`config.mk`:
```
export PLATFORM = sky130hd
export DESIGN_NAME = master_rx_port
export DESIGN_NICKNAME = d
export VERILOG_FILES = /design/src/rtl/master_rx_pkg.sv /design/src/rtl/rx_word_fifo.sv /design/src/rtl/master_rx_port.sv
export SDC_FILE = /design/constraint.sdc
export NUM_CORES = 1
export LEC_CHECK = 0
export CAP_MARGIN = 40
export CORE_ASPECT_RATIO = 0.7
export CORE_UTILIZATION = 55
export CTS_CLUSTER_SIZE = 10
export DETAILED_ROUTE_END_ITERATION = 8
export GPL_ROUTABILITY_DRIVEN = 0
export GPL_TIMING_DRIVEN = 0
export PLACE_DENSITY_LB_ADDON = 0.1
export SETUP_SLACK_MARGIN = 0.02
export SLEW_MARGIN = 15
export SYNTH_ARGS = -nofsm -noshare
export SYNTH_HDL_FRONTEND = slang
export SYNTH_SLANG_ARGS = --single-unit
export TNS_END_PERCENT = 10
```
`constraint.sdc`:
```
create_clock -name clk -period 4.5 [get_ports clk]
set_clock_uncertainty 0.1 [all_clocks]
set_input_delay 0.9 -clock clk [delete_from_list [all_inputs] [get_ports clk]]
set_output_delay 0.9 -clock clk [all_outputs]
set_load 0.1 [all_outputs]
```
`src/rtl/master_rx_pkg.sv`:
```
// Shared command codes and receiver state encoding for master_rx_port.
// Optional parity beat support is enabled by defining MASTER_RX_PARITY_EN.
package master_rx_pkg;

    localparam logic [1:0] INSTR_NOP   = 2'b00;
    localparam logic [1:0] INSTR_WRITE = 2'b01;
    localparam logic [1:0] INSTR_RSVD  = 2'b10;
    localparam logic [1:0] INSTR_READ  = 2'b11;

    typedef enum logic [1:0] {
        IDLE    = 2'd0,
        RECEIVE = 2'd1,
        DONE    = 2'd2
`ifdef MASTER_RX_PARITY_EN
        ,
        PARITY  = 2'd3
`endif
    } rx_state_t;

endpackage

```
`src/rtl/rx_word_fifo.sv`:
```
// First-word-fall-through word FIFO with asynchronous active-low reset.
// The head word is read straight from storage; when empty, the last popped word is held.
module rx_word_fifo #(
    parameter int DATA_WIDTH = 8,
    parameter int FIFO_DEPTH = 4
) (
    input  logic                            clk,
    input  logic                            reset,
    input  logic                            i_push,
    input  logic [DATA_WIDTH-1:0]           i_pushData,
    input  logic                            i_pop,
    output logic [DATA_WIDTH-1:0]           o_data,
    output logic                            o_full,
    output logic                            o_empty,
    output logic [$clog2(FIFO_DEPTH):0]     o_count
);

    localparam int PTR_W = $clog2(FIFO_DEPTH);
    localparam int CNT_W = PTR_W + 1;

    logic [DATA_WIDTH-1:0] r_mem [FIFO_DEPTH];
    logic [PTR_W-1:0]      r_wrPtr;
    logic [PTR_W-1:0]      r_rdPtr;
    logic [CNT_W-1:0]      r_count;
    logic [DATA_WIDTH-1:0] r_lastData;
    logic                  w_doPush;
    logic                  w_doPop;

    assign o_full   = (r_count == CNT_W'(FIFO_DEPTH));
    assign o_empty  = (r_count == '0);
    assign o_count  = r_count;
    assign o_data   = o_empty ? r_lastData : r_mem[r_rdPtr];

    // A pop on the same edge frees the slot, so a push into a full FIFO is still legal then.
    assign w_doPop  = i_pop && !o_empty;
    assign w_doPush = i_push && (!o_full || w_doPop);

    always_ff @(posedge clk or negedge reset) begin
        if (!reset) begin
            for (int i = 0; i < FIFO_DEPTH; i++) begin
                r_mem[i] <= '0;
            end
            r_wrPtr    <= '0;
            r_rdPtr    <= '0;
            r_count    <= '0;
            r_lastData <= '0;
        end else begin
            if (w_doPush) begin
                r_mem[r_wrPtr] <= i_pushData;
                r_wrPtr        <= r_wrPtr + 1'b1;
            end
            if (w_doPop) begin
                r_lastData <= r_mem[r_rdPtr];
                r_rdPtr    <= r_rdPtr + 1'b1;
            end
            case ({w_doPush, w_doPop})
                2'b10:   r_count <= r_count + 1'b1;
                2'b01:   r_count <= r_count - 1'b1;
                default: r_count <= r_count;
            endcase
        end
    end

endmodule

```
`src/rtl/master_rx_port.sv`:
```
// Master-side serial read-data receiver: deserialises LANES-wide beats into words and queues them.
// Defining MASTER_RX_PARITY_EN adds a per-word even-parity beat and the parity_err output.
module master_rx_port
    import master_rx_pkg::*;
#(
    parameter int DATA_WIDTH = 8,
    parameter int LANES      = 1,
    parameter int BURST_LEN  = 12,
    parameter int FIFO_DEPTH = 4
) (
    input  logic                  clk,
    input  logic                  reset,
    input  logic                  tx_done,
    input  logic [1:0]            instruction,
    input  logic [BURST_LEN-1:0]  burst_num,
    input  logic [LANES-1:0]      rx_data,
    input  logic                  slave_valid,
    output logic                  master_ready,
    output logic [DATA_WIDTH-1:0] data,
    output logic                  data_valid,
    input  logic                  data_ready,
    output logic                  new_rx,
    output logic                  rx_done,
    output logic                  busy
`ifdef MASTER_RX_PARITY_EN
    ,
    output logic                  parity_err
`endif
);

    localparam int BEATS  = DATA_WIDTH / LANES;
    localparam int BEAT_W = (BEATS > 1) ? $clog2(BEATS) : 1;
    localparam int CNT_W  = $clog2(FIFO_DEPTH) + 1;
    localparam logic [BEAT_W-1:0] LAST_BEAT = BEAT_W'(BEATS - 1);

    rx_state_t             r_state;
    rx_state_t             w_nextState;
    logic [DATA_WIDTH-1:0] r_shift;
    logic [DATA_WIDTH-1:0] w_assembled;
    logic [DATA_WIDTH-1:0] w_pushData;
    logic [BEAT_W-1:0]     r_beat;
    logic [BURST_LEN-1:0]  r_wordCnt;
    logic [BURST_LEN-1:0]  r_words;
    logic                  r_newRx;
    logic                  w_start;
    logic                  w_receiving;
    logic                  w_accept;
    logic                  w_lastBeat;
    logic                  w_lastWord;
    logic                  w_push;
    logic                  w_pop;
    logic                  w_fifoFull;
    logic                  w_fifoEmpty;
    logic [CNT_W-1:0]      w_fifoCount;
    logic                  w_unused;

    assign w_start    = (r_state == IDLE) && tx_done && (instruction == INSTR_READ);
`ifdef MASTER_RX_PARITY_EN
    assign w_receiving = (r_state == RECEIVE) || (r_state == PARITY);
`else
    assign w_receiving = (r_state == RECEIVE);
`endif
    assign master_ready = w_receiving && !w_fifoFull;
    assign w_accept     = slave_valid && master_ready;
    assign w_lastBeat   = (r_beat == LAST_BEAT);
    assign w_lastWord   = (r_wordCnt == (r_words - 1'b1));
    assign w_pop        = data_ready && !w_fifoEmpty;

    assign busy       = (r_state != IDLE);
    assign rx_done    = (r_state == DONE);
    assign new_rx     = r_newRx;
    assign data_valid = !w_fifoEmpty;

    always_comb begin
        w_assembled = r_shift;
        w_assembled[int'(r_beat) * LANES +: LANES] = rx_data;
    end

`ifdef MASTER_RX_PARITY_EN
    logic r_parityErr;
    logic w_parityBad;

    // The word is complete in r_shift by the time its parity beat arrives.
    assign w_push      = (r_state == PARITY) && w_accept;
    assign w_pushData  = r_shift;
    assign w_parityBad = (^r_shift) ^ rx_data[0];
    assign parity_err  = r_parityErr;
    assign w_unused    = ^{w_fifoCount, rx_data};

    always_ff @(posedge clk or negedge reset) begin
        if (!reset) begin
            r_parityErr <= 1'b0;
        end else if (w_start) begin
            r_parityErr <= 1'b0;
        end else if (w_push && w_parityBad) begin
            r_parityErr <= 1'b1;
        end
    end
`else
    assign w_push     = (r_state == RECEIVE) && w_accept && w_lastBeat;
    assign w_pushData = w_assembled;
    assign w_unused   = ^w_fifoCount;
`endif

    always_ff @(posedge clk or negedge reset) begin
        if (!reset) begin
            r_state <= IDLE;
        end else begin
            r_state <= w_nextState;
        end
    end

    always_comb begin
        w_nextState = r_state;
        case (r_state)
            IDLE: begin
                if (w_start) w_nextState = RECEIVE;
            end
            RECEIVE: begin
                if (w_accept && w_lastBeat) begin
`ifdef MASTER_RX_PARITY_EN
                    w_nextState = PARITY;
`else
                    if (w_lastWord) w_nextState = DONE;
`endif
                end
            end
`ifdef MASTER_RX_PARITY_EN
            PARITY: begin
                if (w_accept) w_nextState = w_lastWord ? DONE : RECEIVE;
            end
`endif
            DONE:    w_nextState = IDLE;
            default: w_nextState = IDLE;
        endcase
    end

    // Word count is latched at start so burst_num may change mid-transaction.
    always_ff @(posedge clk or negedge reset) begin
        if (!reset) begin
            r_shift   <= '0;
            r_beat    <= '0;
            r_wordCnt <= '0;
            r_words   <= '0;
            r_newRx   <= 1'b0;
        end else begin
            r_newRx <= w_push;
            if (w_start) begin
                r_words   <= (burst_num == '0) ? BURST_LEN'(1) : burst_num;
                r_wordCnt <= '0;
                r_beat    <= '0;
                r_shift   <= '0;
            end else begin
                if ((r_state == RECEIVE) && w_accept) begin
                    r_shift <= w_assembled;
                    r_beat  <= w_lastBeat ? '0 : r_beat + 1'b1;
                end
                if (w_push) begin
                    r_wordCnt <= r_wordCnt + 1'b1;
                end
            end
        end
    end

    rx_word_fifo #(
        .DATA_WIDTH (DATA_WIDTH),
        .FIFO_DEPTH (FIFO_DEPTH)
    ) u_fifo (
        .clk        (clk),
        .reset      (reset),
        .i_push     (w_push),
        .i_pushData (w_pushData),
        .i_pop      (w_pop),
        .o_data     (data),
        .o_full     (w_fifoFull),
        .o_empty    (w_fifoEmpty),
        .o_count    (w_fifoCount)
    );

endmodule

```
==> metrics <==
total wire length after detailed routing=about 10000 um; diode count=0; GR Util All Layers=0.271; number of I/O port buffers=32; footprint of the multi-input gates=around 0.0022 mm2; Synth Area per Inst=9.93 um2; total count of hold-check failures in the final report=0; grt ovf=0; clock latency of the later-clocked register in the worst-skew pair=roughly 330 ps; post-CTS setup-driven buffer insertion count=0; fraction of met3 tracks used by global routing=0.0799; wire length of the first global-routing pass=17200 um; Async SR Flop Fraction=1.00; area of the die=between 0.008 and 0.009 mm2; DP Worst Slack=about 1300 ps; Resized cells post-CTS=0; initial antenna violation count=0; Hold Crit Class=reg -> reg; clock tree from TritonCTS=done; Filler Cells Inserted=608; period utilisation layout=0.778; ratio of routed vias to standard cells=5.67; final critical path time including I/O delays and setup=3500 ps; post-synth cell types=51; largest area contributor in the synthesized netlist=sky130_fd_sc_hd__dfrtp_1; clock sink count=85; post-route setup TNS=0 ps; Avg WL per Cell=between 15 and 20 um; Placed Cells=just under 600; deepest clock path buffer count=2; met1 Resource Use GR=0.422; DR DRC count=0; DRT Pass-1 Iters=5; f_max=286 MHz; number of register bits inferred by synthesis=between 80 and 90; most frequent standard cell in the layout excluding fill and tap cells=sky130_fd_sc_hd__nand2_1; H-tree levels=3; critical-path cell with the highest stage delay=sky130_fd_sc_hd__mux4_2; proportion of layout cells with a drive suffix above 1=0.138; final slew viol count=0; chip height=just under 80 um; syn nets=about 480; pwr dens=about 540 mW/mm2; count of standard-cell rows=27; hold path cells=2; setup repair after global routing missed its margin=false; number of vias in the routed layout=3450; Non-Filler Instances=~610; antenna violation net count after detailed routing=0; Worst Tran Pin Value=718 ps; clock buffer count from CTS=9; max-cap violation count=0; cell area after synthesis=about 0.0044 mm2; Reg2Reg Depth=9; post-detailed-placement half-perimeter wirelength=7300 um; relative area change from synthesis to final layout=21.8%; data required time of the critical path=between 3000 and 4000 ps; smallest setup slack after layout=between 900 and 1000 ps; element type at the critical path start=register; Crit path depth=5; hold slack final=about 380 ps; type of the worst setup path=reg -> out; core footprint=between 0.007 and 0.008 mm2; top-area cell type share of the netlist area=0.479; relative max-transition margin=0.517; top-level port count=33; status=finished clean; vias in the first global route=3381; cells along the critical path=buf_2 > mux4_2 > mux2_2 > clkdlybuf4s50_1 > buf_8; Clk pin slew, worst setup/hold paths=roughly 60 ps; crit path DAT=2500 ps; peak fanout along the critical path=10; gr busiest metal=met1; Synth Warn #=0; critical path's largest stage delay=roughly 580 ps; delay-heaviest family, CP=buffers and inverters; worst ir drop on vdd=roughly 0.43 mV; Post-Synthesis Cells=roughly 450; Post-synth EDFFs=0; pin count of the biggest net entering global routing=between 50 and 60; Total Nets Final=539; buffer and inverter count on the worst path=3; Horiz. Die Dim=between 100 and 150 um; fraction of the yosys area taken by sequential cells=0.479; leading cell types by total area after synthesis=sky130_fd_sc_hd__dfrtp_1 (48%), sky130_fd_sc_hd__nand2_1 (7.6%), sky130_fd_sc_hd__o21ai_0 (5.6%); count of hold-fix buffers inserted at cts=0; root buffer cell=sky130_fd_sc_hd__clkbuf_16; dominant register cell in the synthesized netlist=sky130_fd_sc_hd__dfrtp_1; met2 Usage GRT=0.377; starting density of the core=0.566; Setup Viol. Count Final=0; endpoint class of the critical path=output pin; Leak=around 0.0024 uW; Sequential Area=between 0.002 and 0.0025 mm2; count of routing violations after the opening detailed-route iteration=approximately 290; commonest cells after routing, fill and taps aside=sky130_fd_sc_hd__nand2_1 (90), sky130_fd_sc_hd__dfrtp_1 (85), sky130_fd_sc_hd__o21ai_0 (50)
==> state kept, by name (all words and copies together) (netlist names) <==
name and count:
u_fifo.r_mem 32, u_fifo.o_count 3, u_fifo.r_lastData 8, new_rx 1, u_fifo.r_rdPtr 2, r_words 12, u_fifo.r_wrPtr 2, r_shift 8
r_beat 3, r_state 2, r_wordCnt 12
==> Yosys cell counts (all sizes together) (6+ instances only) <==
library cell	count
a21oi	6
clkbuf	13
dfrtp	85
ha	14
inv	16
mux2	16
mux2i	8
mux4	8
nand2	90
nand3	19
nor2	26
nor3	9
o21ai	51
xnor2	16
xor2	13
==> report_power, final <==
part           internal [uW]  switching [uW]  leakage, uW  total, uW
Sequential               933             131      0.00114       1060
Clock                    455             279     0.000147        734
Combinational            450             697      0.00116       1150
==> worst register-to-register path, stage by stage (launching register included) <==
cell and delay (ps):
sky130_fd_sc_hd__dfrtp_1 520, sky130_fd_sc_hd__ha_1 210, sky130_fd_sc_hd__ha_1 160, sky130_fd_sc_hd__nand2_1 100, sky130_fd_sc_hd__a211oi_4 410, sky130_fd_sc_hd__inv_2 130
sky130_fd_sc_hd__a2111oi_4 350, sky130_fd_sc_hd__o2111ai_1 160, sky130_fd_sc_hd__nor4b_1 350, sky130_fd_sc_hd__o21ai_1 110
==> cells by family (layout without fill, tap and decap cells) <==
| group | count (synthesis) | in the layout | share of synthesized area |
|---|---|---|---|
| simple gates | 178 | 178 | 0.188 |
| flops | 85 | 85 | 0.479 |
| compound gates | 75 | 75 | 0.102 |
| buf+inv | 33 | 94 | 0.0304 |
| mux | 32 | 32 | 0.0992 |
| xor+xnor | 29 | 29 | 0.0572 |
| fa+ha+maj | 15 | 15 | 0.0440 |
==> stage by stage <==
| stage | total power (uW) | utilization | cell area [um2] |
|---|---|---|---|
| after CTS | 2960 | 0.690 | 5410 |
| after floorplan | 1840 | - | 4440 |
| after detailed placement | 2220 | 0.652 | 5110 |
| after global placement | 2060 | 0.623 | 4890 |
| after global routing | 3130 | 0.690 | 5410 |
| final | 2950 | 0.690 | 5410 |
==> layer usage <==
metal  wire [um]  part of all wire
met1        4880              0.49
met2        4230              0.42
met3         836             0.083
met4          95            0.0095
met5           0                 0
==> worst paths after layout <==
check                                  startpoint                to  slack, ps
max in group asynchronous                   reset        r_state[0]       3280
min in group asynchronous                   reset  u_fifo.r_mem[20]        420
worst max-delay path            u_fifo.r_rdPtr[0]           data[5]       1000
worst min-delay path             u_fifo.r_mem[19]  u_fifo.r_mem[19]        380
worst max register to register          r_beat[0]        r_state[0]       1760
worst min register to register   u_fifo.r_mem[19]  u_fifo.r_mem[19]        380
==> cell type report <==
class / count / share of cell area
well taps: 101 / 0.0234
flip-flops and latches: 85 / 0.393
multi-input cells: 329 / 0.403
clock buffers: 11 / 0.0467
inverters: 16 / 0.0111
clock inverters: 4 / 0.00879
repair buffers: 46 / 0.100
plain buffers: 17 / 0.0139
Note: power is estimated with default switching activity, not from simulation.
==> patch 1 (config.mk and constraints unchanged) <==
`FIFO_DEPTH` is set to 4 in 2 places; all go to 8.
--- a/src/rtl/rx_word_fifo.sv
+++ b/src/rtl/rx_word_fifo.sv
@@ -4,3 +4,3 @@
     parameter int DATA_WIDTH = 8,
-    parameter int FIFO_DEPTH = 4
+    parameter int FIFO_DEPTH = 8
 ) (
--- a/src/rtl/master_rx_port.sv
+++ b/src/rtl/master_rx_port.sv
@@ -8,3 +8,3 @@
     parameter int BURST_LEN  = 12,
-    parameter int FIFO_DEPTH = 4
+    parameter int FIFO_DEPTH = 8
 ) (
Behaviour: no difference found for any inputs over 10 cycles, from zero or initial values and one cycle with reset low; that may be too few to reach the edited logic, so the function may still have changed.
==> patch 1 against the unedited design <==
First-iteration DRC count increased by 49%; final area increased by 32%; the flow now finishes with violations (design-rule violations); total power increased by 64%; worst setup slack got worse by 0.74 ns; sequential cell count increased by 35; highest routed layer unchanged; clock power increased by 89%; wire length increased by 43%; fmax decreased by 17%; count of clock-buffer cells in the layout increased by 7; synthesized area increased by 31%.
==> patch 1: results (changes against the unedited design) <==
outcome=complete, but fails checks (was complete, no violations); failing checks=design-rule violations; Placed Instances=752 (was 594); gr usage total=28.57% (was 27.07%); TritonCTS Buffers=17 (was 9); DP HPWL=9826 um (was 7302 um); first-pass GRT wire length=23,520 um (was 17,150 um); CP startpoint=u_fifo.r_rdPtr[1] (was u_fifo.r_rdPtr[0]); dpl cell area=6502 um^2 (was 5106 um^2); later-pin clock latency in the skew report=0.41 ns (was 0.33 ns); Netlist cell types=46 (was 51); Wirelength per Cell=18.34 um (was 16.48 um); Worst VDD drop=0.0004363 V (was 0.0004277 V); Area contributors post-synth=dfrtp_1 52%, mux4_2 6.2%, nand2_1 5.9%, o21ai_0 4.9%, a21oi_1 4.0% (was dfrtp_1 48%, nand2_1 7.6%, o21ai_0 5.6%, mux2_2 4.1%, mux4_2 4.1%); final net count=675 (was 539); largest net degree at the start of global routing=90 (was 53); slowest CP cell=clkbuf_1 (was mux4_2); Worst Path Arrival=3.24 ns (was 2.50 ns); R2R Path Start=u_fifo.o_count[0] (was r_beat[0]); Pre-antenna DRT Iters=7 (was 5); DRC viols=4 (was 0); layout cells sized above 1=12.18% (was 13.78%); Post-synth top cells=120 x dfrtp_1, 91 x nand2_1, 57 x o21ai_0, 55 x nor2_1, 46 x a21oi_1 (was 90 x nand2_1, 85 x dfrtp_1, 50 x o21ai_0, 25 x nor2_1, 18 x nand3_1); largest registers=u_fifo.r_mem (64), r_wordCnt (12), r_words (12) (was u_fifo.r_mem (32), r_wordCnt (12), r_words (12)); dpl ws=0.5060 ns (was 1.292 ns); syn nets=609 (was 482); cells after synthesis=578 (was 447); Post-Route WL=14,400 um (was 10,040 um)
[patch 1: worst paths after layout]
check / slack, ns / cells past startpoint / endpoint
worst max-delay path: 0.26 / 7 / data[0]
worst min-delay path: 0.27 / 1 / r_wordCnt[4]
worst max register to register: 1.43 / 12 / u_fifo.o_count[2]
worst min register to register: 0.38 / 2 / u_fifo.r_mem[22]
max in group asynchronous: 3.30 / 2 / r_state[1]
min in group clk: 0.38 / 2 / u_fifo.r_mem[22]
[patch 1: layout make-up]
cell class                      instances  area, um^2
Multi-Input combinational cell        417        2633
Clock inverter                         14       176.4
Fill cell                             742        2858
Sequential cell                       120        3003
Tap cell                              128       160.2
Inverter                                9       33.78
Clock buffer                           18       439.2
Timing Repair Buffer                   47       549.3
Buffer                                 32       132.6
[patch 1: logic make-up (layout without fill, tap and decap cells)]
family | count (synthesis) | count (layout) | synth area share [%]
AO/OA/AOI/OAI | 117 | 117 | 10.66
XOR/XNOR | 32 | 32 | 4.832
adder cells (fa/ha/maj) | 11 | 11 | 2.373
buffers and inverters | 41 | 120 | 2.847
flip-flops | 120 | 120 | 51.77
multiplexers | 34 | 34 | 9.362
AND/OR/NAND/NOR | 223 | 223 | 18.16
[patch 1: report_power, final]
group | total (uW) | switching, uW | internal [uW]
combinational | 1930 | 1200 | 731
sequential | 1500 | 178 | 1320
clock | 1390 | 502 | 887
[patch 1: per-layer routing]
metal,vias up,wire length (um),share of wire (%),GRT usage [%]
li1,2161,-,-,-
met4,0,163,1.1,8.193
met3,20,1288,8.9,7.697
met5,-,0,0,0
met1,2330,6650,46,41.43
met2,190,6296,44,42.65
==> patch 2 (same flow settings) <==
Made on the original files. Re-encode `rx_state_t` (3 states) as one-hot, 3 bits wide.
--- a/src/rtl/master_rx_pkg.sv
+++ b/src/rtl/master_rx_pkg.sv
@@ -9,6 +9,6 @@
 
-    typedef enum logic [1:0] {
-        IDLE    = 2'd0,
-        RECEIVE = 2'd1,
-        DONE    = 2'd2
+    typedef enum logic [2:0] {
+        IDLE    = 3'b001,
+        RECEIVE = 3'b010,
+        DONE    = 3'b100
 `ifdef MASTER_RX_PARITY_EN
Formal check against the unedited RTL: same outputs for any inputs over 10 cycles, from zero or initial values and one cycle with reset low; not proved beyond that.
==> patch 2 against the unedited design <==
Critical path depth rose by 1; non-clock buffer count rose by 1; fmax is 4.1% lower; wire length is 1.7% higher; synthesized area shrank 2.0%; final area shrank 0.88%; worst setup slack worse by 0.15 ns; sequential cell count is 1 higher; largest cell class is now flip-flops and latches.
Power is not compared: it rests on default switching activity, and its combinational part moved more than twofold at a synthesized area within 25%.
==> patch 2: results (changes against the unedited design) <==
worst hold slack=0.3804 ns (was 0.3793 ns); syn nets=467 (was 482); fill count=546 (was 608); largest net degree at the start of global routing=54 (was 53); total number of vias=3,440 (was 3,450); worst rel slew slack=47.29% (was 51.69%); R2R cell count=10 (was 9); clk buf depth=2 (unchanged); Area contributors post-synth=dfrtp_1 49%, nand2_1 8.1%, o21ai_0 5.6%, mux2_2 4.1%, mux4_2 4.1% (was dfrtp_1 48%, nand2_1 7.6%, o21ai_0 5.6%, mux2_2 4.1%, mux4_2 4.1%); Netlist cell types=45 (was 51); Post-Route WL=10,200 um (was 10,040 um); first-pass GRT wire length=17,270 um (was 17,150 um); Seq/Total Area, Yosys=49.50% (was 47.91%); final net count=525 (was 539); critical path's largest stage delay=0.56 ns (was 0.58 ns); Worst Path Arrival=2.65 ns (was 2.50 ns); FF-to-FF End=u_fifo.o_count[2] (was r_state[0]); Critical Path Fanout Max=7 (was 10); reg-to-reg slack, setup=1.28 ns (was 1.76 ns); dpl cell area=5014 um^2 (was 5106 um^2); layout cells sized above 1=13.74% (was 13.78%); R2R Path Start=u_fifo.o_count[0] (was r_beat[0]); Post-synth top cells=94 x nand2_1, 85 x dfrtp_1, 49 x o21ai_0, 23 x nor2_1 (was 90 x nand2_1, 85 x dfrtp_1, 50 x o21ai_0, 25 x nor2_1, 18 x nand3_1); initial drt markers=299 (was 287); crit path to=data[1] (was data[5]); outcome=complete, no violations (unchanged)
==> patch 2: cell count changes after synthesis, sizes merged, moves of 3 or more <==
cell,unedited run,this run
nor2b,5,2
a31oi,4,1
or2,3,0
nand2,90,94
nand2b,4,1
xnor2,16,13
nor3b,1,6
nand3,19,16
nor2,26,23
==> patch 2: metrics by stage <==
| step | worst slack (ns) | utilization (%) | std cells |
|---|---|---|---|
| floorplan | 0.9028 | - | 432 |
| global placement | -0.6889 | 64.06 | 562 |
| detailed placement | 0.9484 | 67.01 | 576 |
| CTS | 0.5658 | 71.47 | 592 |
| global route | 0.7459 | 71.62 | 593 |
| finish | 0.8480 | 71.62 | 593 |
==> patch 2: cell families after synthesis <==
logic type,count (synthesis),synth area share (%)
compound gates,66,8.715
xor+xnor,27,5.436
fa+ha+maj,15,4.487
buf+inv,31,2.905
flops,86,49.50
mux,33,10.35
simple gates,174,18.61
==> patch 2: routing by layer <==
layer	routed length (um)	GRT usage, %	share of wire (%)
met3	695	6.330	6.8
met4	148	7.973	1.5
met2	4575	40.89	45
met5	0	0	0
met1	4782	40.90	47
==> patch 2: how the worst min path moves through the flow <==
| stage | startpoint | endpoint | cells after the start |
|---|---|---|---|
| 6_report | u_fifo.r_mem[18] | u_fifo.r_mem[18] | 2 |
| 5_1_grt | u_fifo.r_mem[31] | u_fifo.r_mem[31] | 2 |
| 4_1_cts | u_fifo.r_mem[18] | u_fifo.r_mem[18] | 2 |
| 3_5_place_dp | u_fifo.r_mem[14] | u_fifo.r_mem[14] | 2 |
| 3_3_place_gp | u_fifo.r_mem[18] | u_fifo.r_mem[18] | 2 |
| 2_1_floorplan | u_fifo.r_mem[10] | u_fifo.r_mem[10] | 2 |
==> patch 2: cell type report <==
| class | instances | area (um^2) | share of cell area [%] |
|---|---|---|---|
| timing repair buffer | 47 | 551.8 | 10.30 |
| sequential | 86 | 2153 | 40.18 |
| inverter | 14 | 52.55 | 0.9806 |
| clock inverter | 5 | 81.33 | 1.518 |
| tap | 98 | 122.6 | 2.288 |
| multi-input combinational | 315 | 2071 | 38.64 |
| buffer | 17 | 73.82 | 1.378 |
| clock buffer | 11 | 252.7 | 4.716 |
==> patch 2: power breakdown <==
| part | total [uW] | switching, uW | internal, uW |
|---|---|---|---|
| Clock | 812 | 296 | 516 |
| Combinational | 189 | 105 | 84.6 |
| Sequential | 837 | 39.4 | 797 |
| Total | 1840 | 440 | 1400 |
==> patch 2: worst max-delay path, delay by kind of cell, from the launching register on <==
kind | cells | cell delay (ns)
mux | 2 | 0.85
flops | 1 | 0.33
buf+inv | 4 | 1.13
